## config.mk

```make
export PLATFORM = sky130hd
export DESIGN_NAME = spi_peri_tx_flat
export DESIGN_NICKNAME = d
export VERILOG_FILES = /design/src/rtl/spi_peri_tx_if.sv /design/src/rtl/spi_peri_tx.sv /design/src/flat_wrapper.sv
export SDC_FILE = /design/constraint.sdc
export NUM_CORES = 1
export LEC_CHECK = 0
export ABC_AREA = 1
export BUFFER_PORTS_ARGS = -buffer_cell sky130_fd_sc_hd__buf_2
export CORE_UTILIZATION = 50
export CTS_BUF_LIST = sky130_fd_sc_hd__clkbuf_16
export DETAILED_ROUTE_END_ITERATION = 10
export PLACE_DENSITY = 0.68
export SETUP_SLACK_MARGIN = 0.4
export SLEW_MARGIN = 5
export SYNTH_ARGS = -nofsm -noshare
export SYNTH_HDL_FRONTEND = slang
export SYNTH_SLANG_ARGS = --single-unit
```

## constraint.sdc

```tcl
create_clock -name clk -period 3.7 [get_ports clk]
set_input_delay 0.37 -clock clk [delete_from_list [all_inputs] [get_ports clk]]
set_output_delay 0.37 -clock clk [all_outputs]
set_load 0.03 [all_outputs]
```

## src/rtl/spi_peri_tx_if.sv

```systemverilog
// spi_peri_tx_if -- byte-stream side of the SPI peripheral transmitter.
//
// Handshake: tx_dat is transferred on a rising clk edge where
// tx_valid && tx_ready are both high. The producer may raise tx_valid at any
// time and must hold tx_dat stable while tx_valid is high and tx_ready is low.
// tx_ready depends only on internal state, never on tx_valid.
//
// Signals:
//   tx_dat   [7:0]  byte offered for transmission     (producer -> peripheral)
//   tx_valid        tx_dat is valid                    (producer -> peripheral)
//   tx_ready        holding buffer is empty            (peripheral -> producer)
//   tx_done         one-clk pulse, byte fully shifted  (peripheral -> producer)
//   underrun        one-clk pulse, empty buffer loaded (peripheral -> producer)
interface spi_peri_tx_if;
  logic [7:0] tx_dat;
  logic       tx_valid;
  logic       tx_ready;
  logic       tx_done;
  logic       underrun;

  modport master (
    output tx_dat,
    output tx_valid,
    input  tx_ready,
    input  tx_done,
    input  underrun
  );

  modport slave (
    input  tx_dat,
    input  tx_valid,
    output tx_ready,
    output tx_done,
    output underrun
  );
endinterface

```

## src/rtl/spi_peri_tx.sv

```systemverilog
// spi_peri_tx -- SPI peripheral (slave) transmit path with a one-byte holding
// buffer. sclk and cs are synchronized into the clk domain; all edge decisions
// are made on the synchronized copies. Supports all four SPI modes, latched
// from `mode` at each synchronized cs falling edge. Consecutive bytes are sent
// without a gap while cs stays low.
//
// Build option: define SPI_PERI_TX_LSB_FIRST_EN to shift bit 0 first;
// by default bit 7 is shifted first.
//
// Ports:
//   clk, rst        system clock, synchronous active-high reset
//   sclk, cs        SPI master clock and active-low select (async to clk)
//   mode[1:0]       {cpol, cpha}
//   miso, miso_oe   serial data out and its output enable
//   fsm_state[1:0]  current FSM state (0 IDLE, 1 SHIFT, 2 DONE) for debug
//   tx              byte-stream interface (slave modport)
module spi_peri_tx #(
  parameter int SYNC_STAGES = 2
) (
  input  logic           clk,
  input  logic           rst,
  input  logic           sclk,
  input  logic           cs,
  input  logic [1:0]     mode,
  output logic           miso,
  output logic           miso_oe,
  output logic [1:0]     fsm_state,
  spi_peri_tx_if.slave   tx
);

  typedef enum logic [1:0] {IDLE = 2'd0, SHIFT = 2'd1, DONE = 2'd2} state_t;

  localparam logic [1:0] FLUSH_N = 2'(SYNC_STAGES);

  function automatic logic first_bit(input logic [7:0] d);
`ifdef SPI_PERI_TX_LSB_FIRST_EN
    return d[0];
`else
    return d[7];
`endif
  endfunction

  function automatic logic [7:0] shift_out(input logic [7:0] d);
`ifdef SPI_PERI_TX_LSB_FIRST_EN
    return {1'b0, d[7:1]};
`else
    return {d[6:0], 1'b0};
`endif
  endfunction

  state_t state, state_nxt;

  logic [SYNC_STAGES-1:0] sclk_sync, cs_sync;
  logic       sclk_s, cs_s, sclk_prev, cs_prev;
  logic [1:0] flush_cnt;
  logic       armed;
  logic       cpol_q, cpha_q;
  logic       buf_full;
  logic [7:0] buf_dat, sr;
  logic       miso_q;
  logic [2:0] bit_cnt;

  logic cs_fall, lead_edge, trail_edge, sample_edge, drive_edge;
  logic load, ld_cpha, tx_done_c, underrun_c;
  logic [7:0] ld_byte;

  assign sclk_s = sclk_sync[SYNC_STAGES-1];
  assign cs_s   = cs_sync[SYNC_STAGES-1];

  // Synchronizers idle at cs=1/sclk=0. After reset the pipeline still holds
  // those idle values, so a cs pin held low through reset would look like a
  // falling edge once it flushes. `armed` only goes high after the pipeline
  // has flushed and cs is seen high, so a start always needs a real cs fall.
  always_ff @(posedge clk) begin
    if (rst) begin
      sclk_sync <= '0;
      cs_sync   <= '1;
      sclk_prev <= 1'b0;
      cs_prev   <= 1'b1;
      flush_cnt <= 2'd0;
      armed     <= 1'b0;
    end else begin
      sclk_sync <= {sclk_sync[SYNC_STAGES-2:0], sclk};
      cs_sync   <= {cs_sync[SYNC_STAGES-2:0], cs};
      sclk_prev <= sclk_s;
      cs_prev   <= cs_s;
      if (flush_cnt != FLUSH_N) flush_cnt <= flush_cnt + 2'd1;
      else if (cs_s)            armed     <= 1'b1;
    end
  end

  assign cs_fall     = armed && cs_prev && !cs_s;
  assign lead_edge   = (sclk_prev == cpol_q) && (sclk_s != cpol_q);
  assign trail_edge  = (sclk_prev != cpol_q) && (sclk_s == cpol_q);
  assign sample_edge = cpha_q ? trail_edge : lead_edge;
  assign drive_edge  = cpha_q ? lead_edge  : trail_edge;

  // State register
  always_ff @(posedge clk) begin
    if (rst) state <= IDLE;
    else     state <= state_nxt;
  end

  // Next-state logic. Completion of the 8th bit wins over a simultaneous cs
  // rise so a master that releases cs on its last sampling edge still gets
  // tx_done (and no extra reload).
  always_comb begin
    state_nxt = state;
    case (state)
      IDLE:    if (cs_fall) state_nxt = SHIFT;
      SHIFT: begin
        if (sample_edge && bit_cnt == 3'd7) state_nxt = DONE;
        else if (cs_s)                      state_nxt = IDLE;
      end
      DONE:    state_nxt = cs_s ? IDLE : SHIFT;
      default: state_nxt = IDLE;
    endcase
  end

  // Output logic
  always_comb begin
    load       = (state == IDLE && cs_fall) || (state == DONE && !cs_s);
    tx_done_c  = (state == DONE);
    underrun_c = load && !buf_full;
  end

  // On a fresh start the mode is being latched this same cycle.
  assign ld_cpha = (state == IDLE) ? mode[0] : cpha_q;
  assign ld_byte = buf_full ? buf_dat : 8'h00;

  always_ff @(posedge clk) begin
    if (rst) begin
      cpol_q   <= 1'b0;
      cpha_q   <= 1'b0;
      buf_full <= 1'b0;
      buf_dat  <= 8'h00;
      sr       <= 8'h00;
      miso_q   <= 1'b0;
      bit_cnt  <= 3'd0;
    end else begin
      if (state == IDLE && cs_fall) {cpol_q, cpha_q} <= mode;

      // A load sees the pre-write buffer; writes are only accepted while the
      // buffer is empty, so the two never fight over buf_full.
      if (load && buf_full) buf_full <= 1'b0;
      if (tx.tx_valid && !buf_full) begin
        buf_full <= 1'b1;
        buf_dat  <= tx.tx_dat;
      end

      if (load) begin
        bit_cnt <= 3'd0;
        if (ld_cpha) begin
          sr     <= ld_byte;
          miso_q <= 1'b0;
        end else begin
          sr     <= shift_out(ld_byte);
          miso_q <= first_bit(ld_byte);
        end
      end else if (state == SHIFT) begin
        if (sample_edge) bit_cnt <= bit_cnt + 3'd1;
        // cpha=0: the trailing edge that follows a reload belongs to the
        // previous byte, so no shifting until this byte's first sample.
        if (drive_edge && (cpha_q || bit_cnt != 3'd0)) begin
          miso_q <= first_bit(sr);
          sr     <= shift_out(sr);
        end
      end else if (state == IDLE) begin
        bit_cnt <= 3'd0;
        miso_q  <= 1'b0;
      end
    end
  end

  assign miso        = cs_s ? 1'b0 : miso_q;
  assign miso_oe     = !cs_s;
  assign fsm_state   = state;
  assign tx.tx_ready = !buf_full;
  assign tx.tx_done  = tx_done_c;
  assign tx.underrun = underrun_c;

endmodule

```

## src/flat_wrapper.sv

```systemverilog
// flat-port wrapper written by rule: the top's interface ports become plain ports
module spi_peri_tx_flat 
#(
  parameter int SYNC_STAGES = 2
)
  (clk, rst, sclk, cs, mode, miso, miso_oe, fsm_state, tx_tx_dat, tx_tx_valid, tx_tx_ready, tx_tx_done, tx_underrun);
  spi_peri_tx_if tx_i ();
  input  logic clk;
  input  logic rst;
  input  logic sclk;
  input  logic cs;
  input  logic [1:0] mode;
  output logic miso;
  output logic miso_oe;
  output logic [1:0] fsm_state;
  input wire logic [$bits(tx_i.tx_dat)-1:0] tx_tx_dat;
  input wire logic [$bits(tx_i.tx_valid)-1:0] tx_tx_valid;
  output wire logic [$bits(tx_i.tx_ready)-1:0] tx_tx_ready;
  output wire logic [$bits(tx_i.tx_done)-1:0] tx_tx_done;
  output wire logic [$bits(tx_i.underrun)-1:0] tx_underrun;
  assign tx_i.tx_dat = tx_tx_dat;
  assign tx_i.tx_valid = tx_tx_valid;
  assign tx_tx_ready = tx_i.tx_ready;
  assign tx_tx_done = tx_i.tx_done;
  assign tx_underrun = tx_i.underrun;
  spi_peri_tx #(.SYNC_STAGES(SYNC_STAGES)) u_core (.clk(clk), .rst(rst), .sclk(sclk), .cs(cs), .mode(mode), .miso(miso), .miso_oe(miso_oe), .fsm_state(fsm_state), .tx(tx_i));
endmodule
```

# [Yosys cells after proc, flatten, opt, wreduce, memory -nomap -nowiden]
# Cells that the tools add are included.
[totals] reg_bits=34 input_bits=15 out_inout_bits=7
[op_classes] bitwise_logic=1 eq_ne=12 mux=24 add_sub_neg=2 n_reduce_logical=28
[ops] op="2-to-1 mux 8 bit" n=5
[ops] op="2-to-1 mux 1 bit" n=12
[ops] op="logical AND 1 bit" n=11
[ops] op="AND reduction 2 bit" n=5
[ops] op="2-to-1 mux 3 bit" n=3
[ops] op="nonzero test 2 bit" n=4
[ops] op="2-to-1 mux 2 bit" n=3
[ops] op="case mux 2 bit (3 select lines)" n=1
[ops] op="nonzero test 3 bit" n=2
[ops] op="inequality test 2 x 1 -> 1 bit, second input constant" n=2
[ops] op="adder 3 x 1 -> 3 bit, second input constant" n=1
[ops] op="equality test 3 bit, second input constant" n=1
[ops] op="inequality test 3 x 1 -> 1 bit, second input constant" n=1
[ops] op="inequality test 3 x 2 -> 1 bit, second input constant" n=1
[ops] op="adder 2 x 1 -> 2 bit, second input constant" n=1
[ops] op="equality test 1 bit" n=2
[ops] op="equality test 2 x 1 -> 1 bit, second input constant" n=1
[ops] op="equality test 2 bit, second input constant" n=1
[ops] op="logical NOT 1 bit" n=2
[ops] op="logical NOT 2 bit" n=1
[ops] op="logical OR 1 bit" n=2
[ops] op="inequality test 1 bit" n=2
[ops] op="inequality test 2 bit, second input constant" n=1
[ops] op="OR reduction 2 bit" n=1
[ops] op="inverter 1 bit" n=1

# [Depth between registers and ports, before layout]
# Gate-level depths: netlist of run 1.
[logic_depth] depth_word=7 mapped_depth=10 ltp_nobuf=10

# [Least setup slack after synthesis of run 1]
# Ideal clock, no wire load.
[synth_timing] path_type="register to output" start="register u_core.state[1] (netlist: u_core.fsm_state[1])" end="output port tx_underrun" setup_slack_ps=1602 t_arrival_ps=1728 path_stages_with_launch=8 required_ps=3330 path_cell_list="dfxtp_1 > inv_2 > nor2_4 > nand2_2 > nand2_4 > inv_6 > buf_6 > nor2_1"
[synth_between] elab_chain_cells=4 elab_cells_between_ends=6
[synth_lines] element="start, declared" line_no="spi_peri_tx.sv:51" rtl="state_t state, state_nxt;"
[synth_lines] element="start signal, assigned" line_no="spi_peri_tx.sv:101" rtl="else state <= state_nxt;"
[synth_lines] element="equality test 2 bit"
[synth_lines] element="via tx_tx_done" line_no="flat_wrapper.sv:19" rtl="output wire logic [$bits(tx_i.tx_done)-1:0] tx_tx_done;"
[synth_lines] element="logical AND 1 bit" line_no="spi_peri_tx.sv:122" rtl="load = (state == IDLE && cs_fall) || (state == DONE && !cs_s);"
[synth_lines] element="logical OR 1 bit" line_no="spi_peri_tx.sv:122"
[synth_lines] element="logical AND 1 bit" line_no="spi_peri_tx.sv:124" rtl="underrun_c = load && !buf_full;"
[synth_lines] element="end, declared" line_no="flat_wrapper.sv:20" rtl="output wire logic [$bits(tx_i.underrun)-1:0] tx_underrun;"
# The timed path passes the listed nets, and every way through them passes these cells.

# [Worst setup path after layout of run 1]
[layout_timing] start="register u_core.state[0] (netlist: u_core.fsm_state[0])" end="output port tx_underrun"
[layout_between] elab_chain_cells=4 elab_cells_between_ends=6
[layout_lines] element="equality test 2 bit / logical NOT 2 bit (equally long branches)" line_no="spi_peri_tx.sv:122"
[layout_lines] element="logical AND 1 bit" line_no="spi_peri_tx.sv:122"
[layout_lines] element="logical OR 1 bit (*)" line_no="spi_peri_tx.sv:122"
[layout_lines] element="logical AND 1 bit (*)" line_no="spi_peri_tx.sv:124"
# Mark *: on every way between the ends. The rest lies on a longest branch, timed or not.

==> results of run 1 <==
[sequential cells by signal (all words and copies together) (netlist names)]
register	flops
u_core.armed	1
u_core.bit_cnt	3
u_core.buf_dat	8
u_core.buf_full	1
u_core.cpha_q	1
u_core.cpol_q	1
u_core.cs_prev	1
u_core.cs_sync	2
u_core.flush_cnt	2
u_core.fsm_state	2
u_core.miso_q	1
u_core.sclk_prev	1
u_core.sclk_sync	2
u_core.sr	8
[worst min-delay path by stage]
stage,from,endpoint,depth (start not counted)
3_3_place_gp,u_core.cs_sync[0]$_SDFF_PP1_,u_core.cs_sync[1]$_SDFF_PP1_,1
3_5_place_dp,u_core.cs_sync[0]$_SDFF_PP1_,u_core.cs_sync[1]$_SDFF_PP1_,1
6_report,cs,u_core.cs_sync[0]$_SDFF_PP1_,2
2_1_floorplan,u_core.sclk_sync[0]$_SDFF_PP0_,u_core.sclk_sync[1]$_SDFF_PP0_,2
5_1_grt,cs,u_core.cs_sync[0]$_SDFF_PP1_,2
4_1_cts,cs,u_core.cs_sync[0]$_SDFF_PP1_,2
[layout by cell type (no fill, tap or decap)]
cell,Yosys,layout
o211ai_1,2,2
dfxtp_1,34,34
a21oi_1,11,11
or2_2,2,2
clkbuf_16,0,5
clkinv_2,0,1
ha_1,4,4
nand3_1,20,20
nand2_4,1,1
o21ai_1,1,1
nor2_1,31,31
buf_2,0,21
nand2_2,4,4
inv_1,19,20
o22ai_1,1,1
nand2_1,67,67
inv_2,2,2
clkinv_1,1,2
nor4_1,1,1
nor2_4,1,1
nand2_8,1,1
nand3_2,5,5
nand3_4,1,1
o21ai_0,12,12
nor2_2,2,2
nand4_1,2,2
inv_6,1,1
a21oi_2,5,5
[cell type report]
cell class / count / share of cell area, %
clock buffers: 5 / 6.410
inverters: 23 / 4.679
multi-input cells: 174 / 45.19
well taps: 44 / 2.821
clock inverters: 3 / 0.6410
repair buffers: 21 / 5.385
flip-flops and latches: 34 / 34.87
[power groups by stage]
| stage | registers (W) | clock network (W) | logic [W] |
|---|---|---|---|
| 3_3_place_gp | 0.000417 | 0 | 0.0000991 |
| 6_report | 0.000411 | 0.000384 | 0.000101 |
| 4_1_cts | 0.000411 | 0.000391 | 0.000102 |
| 2_1_floorplan | 0.000412 | 0 | 0.0000824 |
| 5_1_grt | 0.000413 | 0.000406 | 0.000119 |
| 3_5_place_dp | 0.000418 | 0 | 0.000101 |
[metal layers]
| layer | GRT usage, % | vias to the layer above | wire (um) |
|---|---|---|---|
| met5 | 0 | - | 0 |
| met4 | 6.977 | 0 | 46 |
| met3 | 7.143 | 6 | 194 |
| met2 | 31.24 | 35 | 1342 |
| met1 | 29.48 | 617 | 1657 |
| li1 | - | 803 | - |
[stage by stage]
step / utilization, % / hold WS, ns / instances / setup slack [ns]
2_1_floorplan: - / 0.3883 / 236 / 1.602
3_3_place_gp: 58.00 / 0.3922 / 296 / 2.055
3_5_place_dp: 58.00 / 0.4011 / 296 / 2.029
4_1_cts: 62.40 / 0.2788 / 304 / 1.735
5_1_grt: 62.40 / 0.2777 / 304 / 1.635
6_report: 62.40 / 0.2777 / 304 / 1.750
[kinds of logic (layout without fill, tap and decap cells)]
| logic type | after synthesis | in the layout | share of synthesized area (%) |
|---|---|---|---|
| buffers and inverters | 28 | 52 | 7.891 |
| AO/OA/AOI/OAI | 32 | 32 | 10.91 |
| AND/OR/NAND/NOR | 138 | 138 | 38.13 |
| flip-flops | 34 | 34 | 40.12 |
| adder cells (fa/ha/maj) | 4 | 4 | 2.950 |
==> metrics, run 1 <==
status=finished clean; total track usage=21.44%; maximum vdd ir drop=383.5 uV; CTS clk-pin slew, worst paths=0.05 ns; number of flops mapped to enable cells by yosys=0; Die ar.=3630 sq um; TritonCTS clock tree=built; worst path arrival time=1.58 ns; hold buffer count at CTS=0; CP delay by family, top=simple AND/OR/NAND/NOR gates; Row Count=20; DP Wirelength=2339 um; pwr dens=458.7 nW/um^2; Commonest cells post-synth=67 x nand2_1, 34 x dfxtp_1, 31 x nor2_1; Post-Syn Instances=236; Avg Cell Area, Syn=7.189 sq um; critical path required time=3.33 ns; Root Buffer Master=clkbuf_16; worst stage delay on the critical path=0.36 ns; dominant cell type by area after synthesis=dfxtp_1; worst reg-to-reg setup slack=2.17 ns; reg2reg path depth=9; drt first pass iters=4; core area=3128 sq um; Crit Path Category=register to output pin; Main synth FF type=dfxtp_1; r2r endpoint=u_core.sr[4]$_SDFFE_PP0P_; P_sw=0.0002242 W; Power Internal=0.0006711 W; post-CTS setup repair buffer count=0; endpoints failing setup=0; diode count=0; port bufs=21; Resized Gates After CTS=0; via count=1,461; reg-to-reg startpoint=u_core.bit_cnt[0]$_SDFFE_PP0P_; Die Width=60.25 um; drt wl/cell=10.66 um; vias per std cell=4.806; Placement Cell Area=1814 sq um; Comb power frac=11.3%; drt first-iter violations=74; crit end category=output pin; Peak Freq=512.7 MHz; register area share after synthesis=40.12%; total congestion overflow=0; Multi-input gate area=882.1 sq um; HP Class=input port to register; vias in the first global route=1,246; RSZ-0062 raised after global routing=no; clock latency on the worst-skew pair=0.28 ns; buffers and inverters on the worst path=2; Pleak=0.8750 nW; I/O pin total=22; share of cells above drive strength 1=20.00%; # fillers=318; setup TNS=0 ns; global-route wire length before repair=5616 um; Setup crit end=tx_underrun; Mapped Area=1697 sq um; max_cap viols=0; Final Hold Fails=0; Syn Nets=255; largest net degree at the start of global routing=18; Synth top area share=40.12%; post-route clock period utilization=52.72%; sw frac=25.04%; Final Critical Period=1.950 ns; Yosys reg bits=34; Num CTS Buffers=5; antenna-violating nets left=0; largest fanout on the critical path=16; synthesis-to-finish area growth=15.04%; Worst-Margin Slew=0.4434 ns; Yosys cell types=29; power share of the sequential group=45.9%; dominant cells by area after synthesis=dfxtp_1 40%, nand2_1 15%, nor2_1 6.9%, nand3_1 5.9%, inv_1 4.2%; CTS Buffer Depth=2; post-route cell area=1952 sq um; Pwr Total=0.0008953 W; H-tree Lvls=2; CTS Sinks=34; count leader, synth=nand2_1; Register Area=680.7 sq um; Clock Power Share=42.9%; chip height=60.25 um; Synthesis Warnings=0; Levels on crit path=6; CP cell instances=nor2_2 > nand3_4 > nand2_4 > inv_6 > nor2_1 > buf_2; Setup Skew=0.004813 ns; Slew Viols, Final=0; Slowest cell on crit path=dfxtp_1; Routability Congestion=0.7634; Routed WL=3241 um; Slew HR=70.40%; initial core utilization=54.24%; Final nets=278; initial antenna violation count=0; Residual DRC=0; crit path launch=u_core.fsm_state[0]$_SDFFE_PP0P_; FFs w/ async S/R, synth=0%; Worst Setup Start Kind=register
No activity file was read; power rests on OpenSTA's default activity.
==> run 2: changes to the inputs <==
--- a/config.mk
+++ b/config.mk
@@ -5,12 +5,12 @@
 export SDC_FILE = /design/constraint.sdc
 export NUM_CORES = 1
 export LEC_CHECK = 0
-export ABC_AREA = 1
+export ABC_AREA = 0
 export BUFFER_PORTS_ARGS = -buffer_cell sky130_fd_sc_hd__buf_2
 export CORE_UTILIZATION = 50
 export CTS_BUF_LIST = sky130_fd_sc_hd__clkbuf_16
 export DETAILED_ROUTE_END_ITERATION = 10
-export PLACE_DENSITY = 0.68
+export PLACE_DENSITY = 0.7
 export SETUP_SLACK_MARGIN = 0.4
 export SLEW_MARGIN = 5
 export SYNTH_ARGS = -nofsm -noshare
==> constraint.sdc (replaced) <==
create_clock -name clk -period 1.75 [get_ports clk]
set_input_delay 0.175 -clock clk [delete_from_list [all_inputs] [get_ports clk]]
set_output_delay 0.175 -clock clk [all_outputs]
set_load 0.03 [all_outputs]
==> run 2 against run 1 <==
Sequential share of layout area down 6.4 points. Design area grew 27%. Clock-buffer cell count unchanged. Critical endpoint is now u_core.sr[1]$_SDFFE_PP0P_. Setup slack worse by 1.7 ns. Largest power group is now clock. Global-route usage is 4.9 points higher. Flip-flop and latch count unchanged. Die area up 3.6%. Sequential power up 110%.
==> metrics, run 2 <==
CP delay by family, top=compound AO/OA/AOI/OAI gates; Worst Setup Start Kind=register; reg-to-reg startpoint=u_core.bit_cnt[0]$_SDFFE_PP0P_; H-tree Lvls=2; clock latency on the worst-skew pair=0.28 ns; share of cells above drive strength 1=40.91%; synthesis-to-finish area growth=40.44%; initial core utilization=52.34%; global-route wire length before repair=7093 um; critical path required time=1.90 ns; largest net degree at the start of global routing=30; Mapped Area=1760 sq um; Cells after DPL=264; drt first pass iters=4; CP cell instances=inv_2 > ha_4 > nor2b_4 > o311a_4 > o41ai_4 > a221oi_2; Avg Cell Area, Syn=8.982 sq um; Final Hold Fails=0; Post-Syn Instances=196; crit end category=register; CTS Buffer Depth=2; HP Class=input port to register; buffers and inverters on the worst path=1; Synthesis Warnings=0; total track usage=26.34%; dominant cell type by area after synthesis=dfxtp_1; Yosys cell types=45; worst min-delay path startpoint=cs; CTS clk-pin slew, worst paths=0.06 ns; TritonCTS clock tree=built; Yosys reg bits=34; worst stage delay on the critical path=0.38 ns; DP Wirelength=2910 um; Slowest cell on crit path=o311a_4; Root Buffer Master=clkbuf_16; Commonest cells post-synth=34 x dfxtp_1, 24 x nor2_1, 12 x mux2i_1; Main synth FF type=dfxtp_1; register area share after synthesis=38.66%; Routability Congestion=0.8027; endpoints failing setup=0; Final nets=260; number of flops mapped to enable cells by yosys=0; diode count=0; drt wl/cell=16.28 um; Multi-input gate area=1191 sq um; Residual DRC=0; setup TNS=0 ns; initial antenna violation count=0; count leader, synth=dfxtp_1; # fillers=253; drt first-iter violations=99; Placement Setup Slack=0.03514 ns; Final Critical Period=1.674 ns; worst path arrival time=1.82 ns; Worst-Margin Slew=0.4105 ns; Die Width=61.34 um; Slew Viols, Final=0; status=finished clean; CTS Sinks=34; I/O pin total=22; Syn Nets=215; pwr dens=873.4 nW/um^2; crit path launch=u_core.bit_cnt[0]$_SDFFE_PP0P_; post-route clock period utilization=95.64%; Slew HR=72.57%; Num CTS Buffers=5; via count=1,650; total congestion overflow=0; FFs w/ async S/R, synth=0%; max_cap viols=0; Synth top area share=38.66%; Peak Freq=597.5 MHz; chip height=61.34 um; Row Count=21; setup ws final=0.07632 ns; Post-Layout Cell Count=288; Pleak=0.9859 nW; RSZ-0062 raised after global routing=yes; largest fanout on the critical path=8; core area=3363 sq um; Setup Skew=0.005968 ns; dominant cells by area after synthesis=dfxtp_1 39%, mux2i_1 6.8%, nor2_1 5.1%, ha_1 2.8%, a221oi_1 2.5%; Crit Path Category=register to register; vias per std cell=5.729; port bufs=21; commonest cells after routing, fill and taps aside=26 x buf_4, 26 x dfxtp_1, 22 x nor2_1; antenna-violating nets left=0; Routed WL=4690 um; Die ar.=3762 sq um; maximum vdd ir drop=699.7 uV; Register Area=703.2 sq um; vias in the first global route=1,525; biggest regs=u_core.buf_dat x8, u_core.sr x8, u_core.bit_cnt x3
## run 2: final cells by class
cell class | instances | share of cell area, %
Multi-Input combinational cell | 143 | 48.18
Sequential cell | 34 | 28.44
Clock buffer | 5 | 5.061
Tap cell | 46 | 2.328
Timing Repair Buffer | 48 | 13.11
Inverter | 9 | 1.366
Clock inverter | 3 | 1.518
## run 2: worst reg2reg max path: cells and delay by family (launching register included)
family | cells | cell delay, ns
AO/OA/AOI/OAI | 3 | 0.87
buffers and inverters | 1 | 0.05
flip-flops | 1 | 0.33
adder cells (fa/ha/maj) | 1 | 0.14
AND/OR/NAND/NOR | 1 | 0.15
## run 2: layer usage
layer / track usage [%] / vias up / part of all wire, %
met3: 6.513 / 11 / 4.5
met5: 0 / - / 0
li1: - / 811 / -
met4: 7.937 / 0 / 2.1
met2: 42.55 / 51 / 48
met1: 34.98 / 777 / 45
## run 2: cell families after synthesis
kind of cell	after synthesis	synth area share (%)
AND/OR/NAND/NOR	73	22.53
AO/OA/AOI/OAI	51	23.03
flip-flops	34	38.66
buffers and inverters	20	5.117
multiplexers	12	6.823
adder cells (fa/ha/maj)	4	2.843
XOR/XNOR	2	0.9952
## run 2: worst paths after layout
check	to	slack (ns)	cells past startpoint
worst max-delay path	u_core.sr[1]$_SDFFE_PP0P_	0.08	6
worst min register to register	u_core.cs_sync[1]$_SDFF_PP1_	0.41	1
worst min-delay path	u_core.cs_sync[0]$_SDFF_PP1_	0.08	2
worst max register to register	u_core.sr[1]$_SDFFE_PP0P_	0.08	6
## run 2: per-stage QoR
step | power (W) | hold slack [ns] | cell area [sq um] | utilization, %
3_5_place_dp | 0.001162 | 0.3628 | 2061 | 61.27
5_1_grt | 0.002244 | 0.08200 | 2472 | 73.51
3_3_place_gp | 0.001145 | 0.3585 | 2061 | 61.27
4_1_cts | 0.002129 | 0.08075 | 2338 | 69.53
6_report | 0.002159 | 0.08301 | 2472 | 73.51
2_1_floorplan | 0.001079 | 0.2788 | 1869 | -
## run 2: power by group
group	internal, W	switching, W	total [W]
sequential	0.000826	0.0000412	0.000868
clock	0.000661	0.000313	0.000974
combinational	0.000144	0.000174	0.000318
## run 2: what timing repair did
item / in CTS / in global routing
pin swaps: 12 / 9
hold buffers: 0 / 0
setup buffers: 5 / 10
gates resized for setup: 20 / 12
setup endpoints to repair: 16 / 17
cloned: 0 / 1
==> run 3: changes to the inputs <==
--- a/config.mk
+++ b/config.mk
@@ -7,10 +7,13 @@
 export LEC_CHECK = 0
 export ABC_AREA = 0
 export BUFFER_PORTS_ARGS = -buffer_cell sky130_fd_sc_hd__buf_2
-export CORE_UTILIZATION = 50
+export CELL_PAD_IN_SITES_DETAIL_PLACEMENT = 1
+export CELL_PAD_IN_SITES_GLOBAL_PLACEMENT = 1
+export CORE_UTILIZATION = 39
 export CTS_BUF_LIST = sky130_fd_sc_hd__clkbuf_16
 export DETAILED_ROUTE_END_ITERATION = 10
-export PLACE_DENSITY = 0.7
+export GPL_ROUTABILITY_DRIVEN = 1
+export PLACE_DENSITY = 0.71
 export SETUP_SLACK_MARGIN = 0.4
 export SLEW_MARGIN = 5
 export SYNTH_ARGS = -nofsm -noshare
==> run 3 against run 2 <==
Register-to-register slack got worse by 0.06 ns. Clock power fell by 14%. Setup slack got worse by 0.059 ns. Fmax fell by 3.4%. Die area rose by 27%. Design area fell by 1.6%. Non-clock buffer count fell by 2. Clock skew fell by 0.0019 ns. Critical path depth did not move. Flip-flop and latch count did not move. Highest routed layer unchanged.
==> metrics, run 3 (synthesized netlist as in run 2, its figures left out) <==
status=finished clean; Num CTS Buffers=5; fin util=55.86%; CP delay by family, top=compound AO/OA/AOI/OAI gates; antenna-violating nets left=0; largest fanout on the critical path=8; CTS clk-pin slew, worst paths=0.06 ns; I/O pin total=22; buffers and inverters on the worst path=1; initial core utilization=40.43%; CP cell instances=inv_2 > ha_4 > nor2b_4 > o311a_4 > o41ai_2 > a221oi_2; pwr dens=831.5 nW/um^2; clock latency on the worst-skew pair=0.28 ns; Peak Freq=577.2 MHz; Pleak=0.9586 nW; Routability Congestion=0.7928; Slowest cell on crit path=o311a_4; Die ar.=4787 sq um; Cells after DPL=269; diode count=0; Row Count=24; largest net degree at the start of global routing=30; HP Class=input port to register; Slew Viols, Final=0; drt wl/cell=18.17 um; RSZ-0062 raised after global routing=yes; biggest regs=u_core.buf_dat x8, u_core.sr x8, u_core.bit_cnt x3; post-route cell area=2432 sq um; worst reg-to-reg setup slack=0.02 ns; Placement Cell Area=2061 sq um; worst path arrival time=1.88 ns; Final Critical Period=1.732 ns; CTS Sinks=34; Setup Skew=0.004027 ns; vias per std cell=5.666; global-route wire length before repair=8625 um; chip height=69.19 um; endpoints failing setup=0; max_cap viols=0; synthesis-to-finish area growth=38.17%; worst stage delay on the critical path=0.39 ns; Root Buffer Master=clkbuf_16; Die Width=69.19 um; DP Wirelength=3440 um; Final Hold Fails=0; drt first pass iters=4; Residual DRC=0; Final nets=257; port bufs=21; H-tree Lvls=2; total congestion overflow=0; initial antenna violation count=0; crit end category=register; post-route clock period utilization=99.00%; Crit Path Category=register to register; Post-Layout Cell Count=290; total track usage=22.48%; Worst-Margin Slew=0.4615 ns; maximum vdd ir drop=557.1 uV; drt first-iter violations=73; TritonCTS clock tree=built; Worst Setup Start Kind=register; commonest cells after routing, fill and taps aside=26 x dfxtp_1, 22 x nor2_1, 22 x buf_4; core area=4354 sq um; CTS Buffer Depth=2; share of cells above drive strength 1=39.92%; Slew HR=69.16%; Routed WL=5270 um; via count=1,643; most common cell after layout, fill and taps aside=dfxtp_1; critical path required time=1.90 ns; vias in the first global route=1,771
## run 3: changes by cell type in the layout (fill, tap and decap cells not counted), moves of 2 or more
| cell | previous run | this run |
|---|---|---|
| buf_4 | 26 | 22 |
| a21boi_1 | 3 | 0 |
| a21boi_0 | 2 | 4 |
| clkinv_2 | 0 | 2 |
| inv_1 | 9 | 7 |
| o21ai_0 | 7 | 5 |
| o21ai_1 | 1 | 3 |
## run 3: final cells by class
| cell class | instances | area, sq um |
|---|---|---|
| well taps | 52 | 65.06 |
| inverters | 9 | 33.78 |
| flip-flops and latches | 34 | 703.2 |
| clock buffers | 5 | 125.1 |
| fillers | 488 | 1922 |
| clock inverters | 2 | 10.01 |
| repair buffers | 46 | 310.3 |
| multi-input cells | 142 | 1185 |
## run 3: power by group
group	internal (W)	switching [W]
Sequential	0.000826	0.0000439
Clock	0.000513	0.000321
Combinational	0.000145	0.000173
## run 3: stage by stage
| stage | worst slack (ns) | hold slack, ns | TNS (ns) | total power [W] |
|---|---|---|---|---|
| CTS | 0.06075 | 0.07973 | 0 | 0.002015 |
| floorplan | 0.1273 | 0.2788 | 0 | 0.001079 |
| detailed placement | -0.02996 | 0.3627 | -0.05261 | 0.001174 |
| global placement | 0.09051 | 0.3565 | 0 | 0.001149 |
| global route | -0.04247 | 0.09379 | -0.1361 | 0.002127 |
| finish | 0.01750 | 0.08156 | 0 | 0.002022 |
## run 3: routing by layer
| metal | GRT usage (%) | vias to the layer above | part of all wire [%] |
|---|---|---|---|
| met4 | 7.483 | 0 | 1.7 |
| met3 | 4.942 | 7 | 2.2 |
| met1 | 29.23 | 814 | 46 |
| li1 | - | 801 | - |
| met5 | 0 | - | 0 |
| met2 | 36.89 | 21 | 50 |
## run 3: path summary, 6_finish.rpt
check	cells after the start	end	start
setup / recovery	6	u_core.sr[5]$_SDFFE_PP0P_	u_core.bit_cnt[0]$_SDFFE_PP0P_
hold / removal	2	u_core.cs_sync[0]$_SDFF_PP1_	cs
setup reg to reg	6	u_core.sr[5]$_SDFFE_PP0P_	u_core.bit_cnt[0]$_SDFFE_PP0P_
hold reg to reg	1	u_core.cs_sync[1]$_SDFF_PP1_	u_core.cs_sync[0]$_SDFF_PP1_
## run 3: timing repair
action / 4_1_cts / 5_1_grt
hold buffers: 0 / 0
resized for setup: 20 / 11
endpoints found under the setup margin: 15 / 17
setup buffers: 6 / 8
pin swaps: 11 / 6
